File: src/rtl/fp_div_pkg.sv
// Shared types and helpers for the sequential floating-point divider:
// FSM states, flag bit positions, field extraction and special-value builders.
package fp_div_pkg;

  typedef enum logic [1:0] {
    ST_IDLE   = 2'd0,
    ST_DIVIDE = 2'd1,
    ST_NORM   = 2'd2,
    ST_DONE   = 2'd3
  } state_e;

  localparam int FLG_INVALID = 3;
  localparam int FLG_DIV0    = 2;
  localparam int FLG_OVF     = 1;
  localparam int FLG_UDF     = 0;

  // Helpers work on a zero-extended 32-bit view so any EXP_W/MAN_W up to 32 bits total fits.
  localparam int FIELD_W = 32;
  typedef logic [FIELD_W-1:0] field_t;

  function automatic field_t ones(input int n);
    return (32'd1 << n) - 32'd1;
  endfunction

  function automatic field_t exp_field(input field_t word, input int exp_w, input int man_w);
    return (word >> man_w) & ones(exp_w);
  endfunction

  function automatic field_t man_field(input field_t word, input int man_w);
    return word & ones(man_w);
  endfunction

  function automatic logic is_zero(input field_t e);
    return (e == 32'd0);
  endfunction

  function automatic logic is_inf(input field_t e, input field_t m, input int exp_w);
    return (e == ones(exp_w)) && (m == 32'd0);
  endfunction

  function automatic logic is_nan(input field_t e, input field_t m, input int exp_w);
    return (e == ones(exp_w)) && (m != 32'd0);
  endfunction

  function automatic field_t nan_word(input int exp_w, input int man_w);
    return (ones(exp_w) << man_w) | (32'd1 << (man_w - 1));
  endfunction

  function automatic field_t inf_word(input logic sign, input int exp_w, input int man_w);
    return (field_t'(sign) << (exp_w + man_w)) | (ones(exp_w) << man_w);
  endfunction

  function automatic field_t zero_word(input logic sign, input int exp_w, input int man_w);
    return field_t'(sign) << (exp_w + man_w);
  endfunction

endpackage

File: src/rtl/fp_div_special.sv
// Combinational operand classifier: flags NaN/inf/zero operand combinations
// and supplies the finished result and exception flags for them.
module fp_div_special
  import fp_div_pkg::*;
#(
  parameter int EXP_W = 5,
  parameter int MAN_W = 6
) (
  input  logic [EXP_W+MAN_W:0] a_i,
  input  logic [EXP_W+MAN_W:0] b_i,
  output logic                 hit_o,
  output logic [EXP_W+MAN_W:0] result_o,
  output logic [3:0]           flags_o
);

  localparam int W = 1 + EXP_W + MAN_W;

  field_t a_s, b_s, ea_s, ma_s, eb_s, mb_s;
  logic   sign_s, a_zero_s, b_zero_s, a_inf_s, b_inf_s, a_nan_s, b_nan_s;

  assign a_s      = FIELD_W'(a_i);
  assign b_s      = FIELD_W'(b_i);
  assign ea_s     = exp_field(a_s, EXP_W, MAN_W);
  assign eb_s     = exp_field(b_s, EXP_W, MAN_W);
  assign ma_s     = man_field(a_s, MAN_W);
  assign mb_s     = man_field(b_s, MAN_W);
  assign sign_s   = a_i[W-1] ^ b_i[W-1];
  // Exponent field 0 means zero whatever the mantissa: subnormals are flushed.
  assign a_zero_s = is_zero(ea_s);
  assign b_zero_s = is_zero(eb_s);
  assign a_inf_s  = is_inf(ea_s, ma_s, EXP_W);
  assign b_inf_s  = is_inf(eb_s, mb_s, EXP_W);
  assign a_nan_s  = is_nan(ea_s, ma_s, EXP_W);
  assign b_nan_s  = is_nan(eb_s, mb_s, EXP_W);

  // Priority-ordered special-case decode.
  always_comb begin
    hit_o    = 1'b1;
    result_o = {W{1'b0}};
    flags_o  = 4'b0000;
    if (a_nan_s || b_nan_s || (a_zero_s && b_zero_s) || (a_inf_s && b_inf_s)) begin
      result_o              = W'(nan_word(EXP_W, MAN_W));
      flags_o[FLG_INVALID]  = 1'b1;
    end else if (b_zero_s) begin
      result_o              = W'(inf_word(sign_s, EXP_W, MAN_W));
      flags_o[FLG_DIV0]     = 1'b1;
    end else if (a_inf_s) begin
      result_o              = W'(inf_word(sign_s, EXP_W, MAN_W));
    end else if (b_inf_s || a_zero_s) begin
      result_o              = W'(zero_word(sign_s, EXP_W, MAN_W));
    end else begin
      hit_o                 = 1'b0;
    end
  end

endmodule

File: src/rtl/fp_div_seq.sv
// Multi-cycle radix-2 restoring floating-point divider with valid/ready handshake.
// Define FP_DIV_RNE_EN for round-to-nearest-even; otherwise the quotient is truncated.
module fp_div_seq
  import fp_div_pkg::*;
#(
  parameter int EXP_W = 5,
  parameter int MAN_W = 6
) (
  input  logic                 clk,
  input  logic                 rst_n,
  input  logic                 in_valid,
  output logic                 in_ready,
  input  logic [EXP_W+MAN_W:0] data_input_1,
  input  logic [EXP_W+MAN_W:0] data_input_2,
  output logic                 out_valid,
  input  logic                 out_ready,
  output logic [EXP_W+MAN_W:0] data_output,
  output logic [3:0]           flags
);

  localparam int W     = 1 + EXP_W + MAN_W;
  localparam int Q_W   = MAN_W + 3;
  localparam int R_W   = MAN_W + 2;
  localparam int CNT_W = $clog2(MAN_W + 4);
  localparam logic [CNT_W-1:0]       LAST_CNT  = CNT_W'(MAN_W + 2);
  localparam logic signed [EXP_W+1:0] BIAS_S    = (EXP_W+2)'(2**(EXP_W-1) - 1);
  localparam logic signed [EXP_W+1:0] EXP_MAX_S = (EXP_W+2)'(2**EXP_W - 1);
  localparam logic signed [EXP_W+1:0] EXP_ONE_S = (EXP_W+2)'(1);
  localparam logic signed [EXP_W+1:0] ZERO_S    = (EXP_W+2)'(0);
`ifdef FP_DIV_RNE_EN
  localparam logic RNE_EN = 1'b1;
`else
  localparam logic RNE_EN = 1'b0;
`endif

  state_e                   state_q, state_d;
  logic [CNT_W-1:0]         cnt_q, cnt_d;
  logic                     sign_q, sign_d;
  logic signed [EXP_W+1:0]  exp_q, exp_d;
  logic [MAN_W:0]           div_q, div_d;
  logic [R_W-1:0]           rem_q, rem_d;
  logic [Q_W-1:0]           quo_q, quo_d;
  logic [W-1:0]             res_q, res_d;
  logic [3:0]               flags_q, flags_d;
  logic                     out_valid_q, out_valid_d;
  logic                     in_ready_q, in_ready_d;

  logic                     spec_hit_s;
  logic [W-1:0]             spec_res_s;
  logic [3:0]               spec_flags_s;
  logic                     ge_s;
  logic [R_W-1:0]           rem_step_s;
  logic [MAN_W-1:0]         frac_raw_s;
  logic                     guard_s, rest_s, round_up_s;
  logic [MAN_W:0]           man_rnd_s;
  logic signed [EXP_W+1:0]  exp_n_s, exp_r_s;
  logic [W-1:0]             norm_res_s;
  logic [3:0]               norm_flags_s;

  fp_div_special #(.EXP_W(EXP_W), .MAN_W(MAN_W)) u_special (
    .a_i      (data_input_1),
    .b_i      (data_input_2),
    .hit_o    (spec_hit_s),
    .result_o (spec_res_s),
    .flags_o  (spec_flags_s)
  );

  // One restoring step: partial remainder never exceeds twice the divisor.
  assign ge_s       = (rem_q >= {1'b0, div_q});
  assign rem_step_s = ge_s ? (rem_q - {1'b0, div_q}) : rem_q;

  // Normalise the quotient, round, and range-check the exponent.
  always_comb begin
    norm_flags_s = 4'b0000;
    if (quo_q[Q_W-1]) begin
      frac_raw_s = quo_q[Q_W-2:2];
      guard_s    = quo_q[1];
      rest_s     = quo_q[0] | (rem_q != {R_W{1'b0}});
      exp_n_s    = exp_q;
    end else begin
      frac_raw_s = quo_q[Q_W-3:1];
      guard_s    = quo_q[0];
      rest_s     = (rem_q != {R_W{1'b0}});
      exp_n_s    = exp_q - EXP_ONE_S;
    end
    round_up_s = RNE_EN & guard_s & (rest_s | frac_raw_s[0]);
    man_rnd_s  = {1'b0, frac_raw_s} + {{MAN_W{1'b0}}, round_up_s};
    exp_r_s    = exp_n_s + $signed({{(EXP_W+1){1'b0}}, man_rnd_s[MAN_W]});
    if (exp_r_s >= EXP_MAX_S) begin
      norm_res_s            = {sign_q, {EXP_W{1'b1}}, {MAN_W{1'b0}}};
      norm_flags_s[FLG_OVF] = 1'b1;
    end else if (exp_r_s <= ZERO_S) begin
      norm_res_s            = {sign_q, {(EXP_W+MAN_W){1'b0}}};
      norm_flags_s[FLG_UDF] = 1'b1;
    end else begin
      norm_res_s            = {sign_q, exp_r_s[EXP_W-1:0], man_rnd_s[MAN_W-1:0]};
    end
  end

  // FSM next-state and datapath load/step decisions.
  always_comb begin
    state_d     = state_q;
    cnt_d       = cnt_q;
    sign_d      = sign_q;
    exp_d       = exp_q;
    div_d       = div_q;
    rem_d       = rem_q;
    quo_d       = quo_q;
    res_d       = res_q;
    flags_d     = flags_q;
    out_valid_d = out_valid_q;
    case (state_q)
      ST_IDLE: begin
        if (in_valid) begin
          sign_d = data_input_1[W-1] ^ data_input_2[W-1];
          exp_d  = $signed({2'b00, data_input_1[W-2:MAN_W]})
                 - $signed({2'b00, data_input_2[W-2:MAN_W]}) + BIAS_S;
          div_d  = {1'b1, data_input_2[MAN_W-1:0]};
          rem_d  = {1'b0, 1'b1, data_input_1[MAN_W-1:0]};
          quo_d  = {Q_W{1'b0}};
          cnt_d  = {CNT_W{1'b0}};
          if (spec_hit_s) begin
            res_d       = spec_res_s;
            flags_d     = spec_flags_s;
            out_valid_d = 1'b1;
            state_d     = ST_DONE;
          end else begin
            state_d     = ST_DIVIDE;
          end
        end else begin
          state_d = ST_IDLE;
        end
      end
      ST_DIVIDE: begin
        quo_d = {quo_q[Q_W-2:0], ge_s};
        rem_d = {rem_step_s[R_W-2:0], 1'b0};
        if (cnt_q == LAST_CNT) begin
          cnt_d   = {CNT_W{1'b0}};
          state_d = ST_NORM;
        end else begin
          cnt_d   = cnt_q + {{(CNT_W-1){1'b0}}, 1'b1};
        end
      end
      ST_NORM: begin
        res_d       = norm_res_s;
        flags_d     = norm_flags_s;
        out_valid_d = 1'b1;
        state_d     = ST_DONE;
      end
      ST_DONE: begin
        if (out_ready) begin
          out_valid_d = 1'b0;
          state_d     = ST_IDLE;
        end else begin
          state_d     = ST_DONE;
        end
      end
      default: begin
        state_d = ST_IDLE;
      end
    endcase
    in_ready_d = (state_d == ST_IDLE);
  end

  // State and datapath registers.
  always_ff @(posedge clk or negedge rst_n) begin
    if (!rst_n) begin
      state_q     <= ST_IDLE;
      cnt_q       <= {CNT_W{1'b0}};
      sign_q      <= 1'b0;
      exp_q       <= ZERO_S;
      div_q       <= {(MAN_W+1){1'b0}};
      rem_q       <= {R_W{1'b0}};
      quo_q       <= {Q_W{1'b0}};
      res_q       <= {W{1'b0}};
      flags_q     <= 4'b0000;
      out_valid_q <= 1'b0;
      in_ready_q  <= 1'b1;
    end else begin
      state_q     <= state_d;
      cnt_q       <= cnt_d;
      sign_q      <= sign_d;
      exp_q       <= exp_d;
      div_q       <= div_d;
      rem_q       <= rem_d;
      quo_q       <= quo_d;
      res_q       <= res_d;
      flags_q     <= flags_d;
      out_valid_q <= out_valid_d;
      in_ready_q  <= in_ready_d;
    end
  end

  assign in_ready    = in_ready_q;
  assign out_valid   = out_valid_q;
  assign data_output = res_q;
  assign flags       = flags_q;

endmodule
File: config.mk
export PLATFORM = sky130hd
export DESIGN_NAME = fp_div_seq
export DESIGN_NICKNAME = d
export VERILOG_FILES = /design/src/rtl/fp_div_pkg.sv /design/src/rtl/fp_div_special.sv /design/src/rtl/fp_div_seq.sv
export SDC_FILE = /design/constraint.sdc
export NUM_CORES = 1
export LEC_CHECK = 0
export CORE_MARGIN = 5
export CORE_UTILIZATION = 55
export DETAILED_ROUTE_END_ITERATION = 10
export PLACE_DENSITY = 0.87
export SLEW_MARGIN = 20
export SYNTH_ARGS = -nofsm -noshare
export SYNTH_HDL_FRONTEND = slang
export SYNTH_SLANG_ARGS = --single-unit
File: constraint.sdc
create_clock -name clk -period 4.4 [get_ports clk]
set_input_delay 0.88 -clock clk [delete_from_list [all_inputs] [get_ports clk]]
set_output_delay 0.88 -clock clk [all_outputs]
set_load 0.005 [all_outputs]
After elaboration in Yosys (flattened, before gate mapping):

Index checks and enable logic that the tools add are counted.

* register bits: 56
* input port bits: 28
* output and inout bits: 18

* equality and inequality tests: 9
* $add $sub $neg: 5
* multiplexer cells: 41
* reduce and logical (&&, ||, !) cells: 25
* bitwise logic cells: 1
* magnitude comparators: 3

Operators with widths (count)
* $logic_not 32->1: 4
* $mux 12: 6
* $reduce_bool 32->1: 2
* $pmux 12 s2: 1
* $mux 11: 2
* $pmux 9 s2: 1
* $mux 4: 4
* $pmux 4 s2: 2
* $pmux 8 s2: 1
* $mux 7: 2
* $mux 1: 13
* $eq 5x5->1 const B: 2
* $mux 9: 1
* $ge 8x7->1: 1
* $mux 2: 4
* $mux 8: 1
* $pmux 2 s4: 1
* $add 6x5->7 const B: 1
* $ge 7x6->1 const B: 1
* $le 7x1->1 const B: 1
* $sub 7x2->7 const B: 1
* $sub 7x7->7: 1
* $logic_and 1x1->1: 6
* $mux 6: 1
* other kinds (15): 24

Logic depth before layout (Yosys ltp):

Gate-level depths: netlist of run 1.

* depth after elaboration: 11
* depth in mapped cells: 10
* mapped depth without buffers: 10

Cells and area by module:

Synthesis of run 1 repeated with hierarchy kept, for this count alone.

* cell total of the unflattened synthesis: 414
* area, all modules: 3679.8 sq um

Modules (own cells, without submodules)
* fp_div_seq: sequential area each 1402.6 sq um, cells each 376, instances 1, area an instance 3407.0 sq um
* fp_div_special: sequential area each 0.0 sq um, cells each 38, instances 1, area an instance 272.8 sq um

Worst setup path before layout of run 1:

No wires, ideal clock.

* kind: register -> register
* start point: register exp_q[0]
* end point: register res_q[5] (netlist: data_output[5])
* path slack: 1.717 ns
* buffers on the path: 2
* data arrival time: 2.602 ns
* stages on the path, launching flop included: 11
* data required time: 4.320 ns
* period minus slack after synthesis: 2.683 ns
* cell sequence: dfrtp_1 > clkbuf_1 > inv_1 > ha_1 > or4b_4 > nor3_1 > xor2_1 > or2_2 > buf_2 > or3b_4 > o211ai_2

* cells in the longest elaborated chain, start to end: 6
* elaborated cells between the ends (all ways): 7

RTL lines
* from (decl): RTL line fp_div_seq.sv:39 `logic signed [EXP_W+1:0] exp_q, exp_d;`
* from (signal assigned): RTL line fp_div_seq.sv:183 `exp_q <= exp_d;`
* $sub 7x2->7: RTL line fp_div_seq.sv:84 `exp_n_s = exp_q - EXP_ONE_S;`
* $mux 7 *: RTL line fp_div_seq.sv:75 `if (quo_q[Q_W-1]) begin`
* $le 7x1->1: RTL line fp_div_seq.sv:92 `end else if (exp_r_s <= ZERO_S) begin`
* $mux 11: RTL line fp_div_seq.sv:92
* $mux 11 *: RTL line fp_div_seq.sv:89 `if (exp_r_s >= EXP_MAX_S) begin`
* $pmux 12 s2 *: RTL line fp_div_seq.sv:112 `case (state_q)`
* to (signal assigned): RTL line fp_div_seq.sv:175 `res_q <= {W{1'b0}};`
* to (signal assigned): RTL line fp_div_seq.sv:187 `res_q <= res_d;`
* to (decl): RTL line fp_div_seq.sv:43 `logic [W-1:0] res_q, res_d;`

Mark *: on every way between the ends. The rest lies on a longest branch, timed or not.
A chain may end at the register's enable or synchronous reset.

Final worst setup path of run 1:

* start point: input port data_input_1[6]
* end point: register exp_q[5]

* cells in the longest elaborated chain, start to end: 2

RTL lines
* from (decl): RTL line fp_div_seq.sv:13 `input logic [EXP_W+MAN_W:0] data_input_1,`
* $sub 5x5->6: RTL line fp_div_seq.sv:117 `- $signed({2'b00, data_input_2[W-2:MAN_W]}) + BIAS_S;`
* $add 6x5->7: RTL line fp_div_seq.sv:117

No other way between the ends.

==> results.json, run 1 <==
{
  "combinationalPowerShare_pct": 54.4,
  "cts-root-buf": "clkbuf_8",
  "cts-resized-gates": 0,
  "area_growth_pct": 16.98,
  "cts_hold_buf": 0,
  "dieArea_um2": 7894,
  "synth_ff_type": "dfrtp_1",
  "worstPathMaxFanout": 4,
  "drt_iter0_drc": 161,
  "clk_pin_slew_worst_paths_ps": 120,
  "overflow": 0,
  "start_util_pct": 57.08,
  "p_int_mw": 1.576,
  "synth_top_area_share_pct": 40.25,
  "cts_inserted_buffers": 5,
  "worstHoldPathCells": 2,
  "clock-skew-final_ps": 16.12,
  "maxCapViolations": 0,
  "reg2reg_depth": 8,
  "drc": 0,
  "timing.setup.tns_ps": 0,
  "dp_hpwl_um": 5923,
  "drt-total-wl_um": 7790,
  "setup_viol": 0,
  "syn_inst": 391,
  "vias_per_cell": 5.895,
  "clk_latency_ps": 320,
  "drt-pass1-iter-count": 4,
  "endpoint_kind": "flip-flop",
  "cts_sinks": 56,
  "synth.most_common_cell": "nand2_1",
  "swShare_pct": 44.29,
  "antenna_found_initial": 0,
  "async_flop_share_pct": 100.0,
  "leakagePower_nw": 1.813,
  "holdPathEnd": "div_q[6]$_DFFE_PN0P_",
  "synth_fp_nets": 437,
  "place.gp.congestion": 0.9849,
  "hp-class": "reg -> reg",
  "fin_nets": 475,
  "die_x_um": 88.85,
  "grt_pass1_wl_um": 13020,
  "finalHoldViolCount": 0,
  "ys_types": 61,
  "timing_worst_slew_pin_value_ps": 1072,
  "wl_per_cell_um": 15.43,
  "io_pins": 46,
  "maxSlewViolCount": 0,
  "p_seq_share_pct": 35.0,
  "synth_area_per_cell_um2": 8.746,
  "die_h_um": 88.85,
  "n_antenna_cell": 0,
  "synth-edff-count": 0,
  "ir_worst_vdd_mv": 0.5109,
  "row_count": 28,
  "min_period_over_period_pct": 67.04,
  "rsz0062_at_grt": "false",
  "cts_setup_buffers": 0,
  "clock_path_buffers": 2,
  "status": "complete, no violations",
  "reg2reg_from": "exp_q[0]$_DFFE_PN0P_",
  "ys_ff_latch": 56,
  "slew_headroom_pct": 28.29,
  "crit_type": "in -> reg",
  "synth_commonest_cells": "nand2_1, dfrtp_1, inv_1",
  "grt_max_degree": 36,
  "num_vias": 2977,
  "seq_area_frac_synth_pct": 41.02,
  "period_minus_slack_ps": 2950,
  "timing.rr.end": "data_output[5]$_DFFE_PN0P_",
  "postRouteAntennaNets": 0,
  "synth_area_um2": 3420,
  "io_buffers": 45,
  "drive_gt1_share_pct": 5.814,
  "min_from": "div_q[6]$_DFFE_PN0P_",
  "yosysWarnings": 0,
  "htree_levels": 2,
  "clock.fmax_ghz": 0.3390,
  "grt_util_all_layers_pct": 21.09,
  "synthTopCellsByArea": "dfrtp_1, nand2_1, ha_1",
  "power.share.clock_pct": 10.7,
  "powerDensity_nw_per_um2": 707.4,
  "reg2reg_slack_ps": 1690,
  "critPathLaunchType": "primary input",
  "synth_area_leader_cell": "dfrtp_1",
  "fin_util_pct": 66.77,
  "cts_tree": "built",
  "cp.required_ps": 4600,
  "critPathArrivalTime_ps": 3150,
  "coreArea_um2": 5991,
  "first_global_vias": 2924,
  "p_sw_mw": 1.253
}
[power groups by stage]
stage / combinational, mW / clock, mW / sequential [mW]
5_1_grt: 1.73 / 0.326 / 1.02
4_1_cts: 1.54 / 0.304 / 0.987
3_3_place_gp: 1.46 / 0 / 0.987
2_1_floorplan: 1.19 / 0 / 0.890
3_5_place_dp: 1.53 / 0 / 0.998
6_report: 1.54 / 0.302 / 0.989
[cells in the final DEF (no fill, tap or decap), types with 2 or more instances in the layout]
master	n
inv_6	2
clkbuf_8	5
buf_4	3
nor2b_1	3
or2_2	2
nor2_1	28
dfrtp_1	55
nand4_1	4
nand3_1	13
and3_1	4
xor2_1	3
or3_1	2
a211oi_1	7
xnor2_1	9
a211o_1	5
o21ai_0	27
o221ai_1	4
nand2b_1	3
a221oi_1	2
a21oi_1	17
a21o_1	4
o31ai_1	3
a31oi_1	2
nand2_1	68
fa_1	2
nor4_1	5
ha_1	16
o21ai_2	2
or4_1	3
o21ai_1	5
clkdlybuf4s50_1	44
a22o_1	2
nor4b_1	2
o22ai_1	2
o211ai_1	4
mux2i_1	11
inv_1	31
[worst max-delay path, cell delays in order]
cell and delay (ps):
clkdlybuf4s50_1 420, inv_1 90, ha_1 170, inv_1 60, fa_1 400, a21o_1 220
a21oi_1 240, xnor2_1 230, a211oi_1 130, a211o_1 300
[worst max path at each step]
stage / start / to / slack, ps / depth (start not counted)
final: data_input_1[6] / exp_q[5]$_DFFE_PN0P_ / 1450 / 10
after global routing: data_input_1[6] / exp_q[5]$_DFFE_PN0P_ / 1370 / 10
after CTS: data_input_1[6] / exp_q[5]$_DFFE_PN0P_ / 1460 / 10
after detailed placement: data_input_1[6] / exp_q[5]$_DFFE_PN0P_ / 1180 / 10
after global placement: data_input_2[8] / data_output[5]$_DFFE_PN0P_ / 1250 / 8
after floorplan: exp_q[0]$_DFFE_PN0P_ / data_output[5]$_DFFE_PN0P_ / 1720 / 10
[cell families after synthesis]
logic type	count (synthesis)	share of synthesized area [%]
AND/OR/NAND/NOR	147	20.67
AO/OA/AOI/OAI	98	19.06
flip-flops	56	41.02
buffers and inverters	48	5.598
adder cells (fa/ha/maj)	18	7.025
XOR/XNOR	12	3.074
multiplexers	12	3.549
[registers in the layout (all words and copies together), names as in the netlist]
name	cells
cnt_q	4
data_output	12
div_q	7
exp_q	7
flags	4
in_ready	1
out_valid	1
quo_q	9
rem_q	8
sign_q	1
state_q	2
[metal layers]
layer | track usage [%] | up-vias | routed length [um]
met5 | 0 | - | 0
met4 | 10.58 | 0 | 278
met3 | 3.631 | 25 | 437
met2 | 35.56 | 92 | 3752
met1 | 25.93 | 1415 | 3320
li1 | - | 1445 | -
[area by class of cell]
class	instances	area [um2]
tap	75	93.84
clock inverter	3	25.02
inverter	31	116.4
clock buffer	5	68.82
fill	474	1991
multi-input combinational	287	1826
timing repair buffer	48	467.9
sequential	56	1403
[metrics by stage]
stage	hold WS [ps]	cell area (um2)	worst slack [ps]	std cells	power (mW)
after floorplan	418.1	3420	1717	391	2.076
after global placement	432.8	3906	1254	497	2.448
after detailed placement	440.3	3906	1183	497	2.525
after CTS	467.2	4000	1461	505	2.829
after global routing	482.1	4000	1369	505	3.080
final	465.7	4000	1450	505	2.830
Power figures use the tool's default switching activity.
==> run 2, diff against run 1 <==
Clock period 4.4 ns to 2.95 ns, I/O delays scaled along.
==> run 2 against run 1 <==
Compared with the run above: critical path depth decreased by 2; critical endpoint is now data_output[5]$_DFFE_PN0P_; first-iteration DRC count decreased by 47%; cell count increased by 1.4%; combinational power increased by 56%; clock skew decreased by 0.96 ps; setup slack got worse by 1200 ps; design area increased by 1.8%; die area unchanged; sequential share of layout area decreased by 0.60 points; global-route usage about the same; wire length decreased by 0.69%; hold slack got worse by 65 ps.
==> results.json, run 2 (synthesis gave the netlist of run 1 again) <==
{
  "status": "complete, no violations",
  "drt_iter0_drc": 85,
  "die_x_um": 88.85,
  "min_period_over_period_pct": 92.69,
  "maxCapViolations": 0,
  "clock-skew-final_ps": 15.17,
  "row_count": 28,
  "cts_sinks": 56,
  "crit_type": "reg -> reg",
  "reg2reg_depth": 8,
  "critPathSlowestCell": "or4b_4",
  "endpoint_kind": "flip-flop",
  "mostFrequentLayoutCells": "nand2_1, dfrtp_1, clkdlybuf4s50_1, inv_1, nor2_1",
  "finalHoldViolCount": 0,
  "critPathLaunchType": "flip-flop",
  "start_util_pct": 57.08,
  "ir_worst_vdd_mv": 0.7169,
  "cp.required_ps": 3190,
  "postRouteAntennaNets": 0,
  "timing.rr.end": "data_output[5]$_DFFE_PN0P_",
  "io_buffers": 45,
  "htree_levels": 2,
  "drt-total-wl_um": 7736,
  "cpPeakStageDelay_ps": 510,
  "maxSlewViolCount": 0,
  "drc": 0,
  "grt_max_degree": 57,
  "fin_nets": 482,
  "crit_chain": "inv_1 -> ha_1 -> or4b_4 -> nor3_1 -> xor2_1 -> or2_2 -> or3b_4 -> o211ai_2",
  "cts_hold_buf": 0,
  "grt_pass1_wl_um": 13170,
  "drive_gt1_share_pct": 7.094,
  "area_growth_pct": 19.03,
  "hold_slack_ps": 400.9,
  "timing_worst_slew_pin_value_ps": 707.0,
  "vias_per_cell": 5.799,
  "period_minus_slack_ps": 2734,
  "rsz0062_at_grt": "false",
  "die_h_um": 88.85,
  "num_vias": 2969,
  "coreArea_um2": 5991,
  "hp-class": "in -> async",
  "drt-pass1-iter-count": 5,
  "wl_per_cell_um": 15.11,
  "worstPathMaxFanout": 7,
  "place.gp.congestion": 0.9078,
  "overflow": 0,
  "antenna_found_initial": 0,
  "cts_tree": "built",
  "clk_latency_ps": 320,
  "n_antenna_cell": 0,
  "clk_pin_slew_worst_paths_ps": 100,
  "place_inst": 504,
  "slew_headroom_pct": 52.87,
  "dp_hpwl_um": 5810,
  "dieArea_um2": 7894,
  "setup_viol": 0,
  "largest_reg_flops": 12,
  "critPathArrivalTime_ps": 2970,
  "cts_inserted_buffers": 5,
  "cts-resized-gates": 0,
  "layout_commonest_cell": "nand2_1",
  "clock_path_buffers": 2,
  "io_pins": 46,
  "clock.fmax_ghz": 0.3657,
  "first_global_vias": 2957,
  "powerDensity_nw_per_um2": 1063,
  "reg2reg_from": "exp_q[0]$_DFFE_PN0P_",
  "cts_setup_buffers": 0,
  "final_cells": 512,
  "leakagePower_nw": 1.860,
  "reg2reg_slack_ps": 220,
  "cts-root-buf": "clkbuf_8",
  "grt_util_all_layers_pct": 21.07
}
==> run 2: how the worst max path moves through the flow <==
stage	from	to	slack [ps]	cells past startpoint
6_report	exp_q[0]$_DFFE_PN0P_	data_output[5]$_DFFE_PN0P_	220	8
3_3_place_gp	data_input_2[6]	exp_q[5]$_DFFE_PN0P_	170	10
5_1_grt	rem_q[2]$_DFFE_PN0P_	rem_q[1]$_DFFE_PN0P_	100	7
4_1_cts	exp_q[0]$_DFFE_PN0P_	data_output[5]$_DFFE_PN0P_	230	8
3_5_place_dp	data_input_2[6]	exp_q[5]$_DFFE_PN0P_	-6	10
2_1_floorplan	exp_q[0]$_DFFE_PN0P_	data_output[5]$_DFFE_PN0P_	270	10
==> run 2: cell type report <==
cell class,instances,area (um2)
clock buffers,6,72.57
clock inverters,2,38.79
fillers,481,1921
inverters,31,116.4
multi-input cells,287,1826
flip-flops and latches,56,1403
well taps,75,93.84
repair buffers,55,520.5
==> run 2: per-layer routing <==
metal	track usage [%]	share of wire, %	up-vias
met3	3.818	4.8	16
met2	37.11	50	74
met4	7.280	2.1	0
met1	25.81	43	1410
met5	0	0	-
li1	-	-	1469
==> run 2: power breakdown <==
| part | internal [mW] | leakage [nW] | total (mW) | switching, mW |
|---|---|---|---|---|
| logic | 1.10 | 1.10 | 2.40 | 1.29 |
| clock network | 0.257 | 0.0558 | 0.512 | 0.255 |
| registers | 1.11 | 0.703 | 1.42 | 0.303 |
==> run 2: critical path: cells and delay by family (launching register included) <==
family | cells | cell delay [ps]
DFF | 1 | 480
xor gates and xnor gates | 1 | 120
adders and majority gates | 1 | 200
AOI/OAI and AO/OA | 1 | 170
and+or+nand+nor | 4 | 1520
buffers and inverters | 1 | 170
==> run 2: stage by stage <==
stage / util, % / setup slack [ps] / TNS, ps / area [um2] / power, mW
3_5_place_dp: 66.08 / -6.130 / -6.130 / 3959 / 3.805
5_1_grt: 67.94 / 100.5 / 0 / 4070 / 4.717
4_1_cts: 67.94 / 231.1 / 0 / 4070 / 4.332
6_report: 67.94 / 215.7 / 0 / 4070 / 4.325
2_1_floorplan: - / 267.5 / 0 / 3420 / 3.096
3_3_place_gp: 66.08 / 169.1 / 0 / 3959 / 3.689
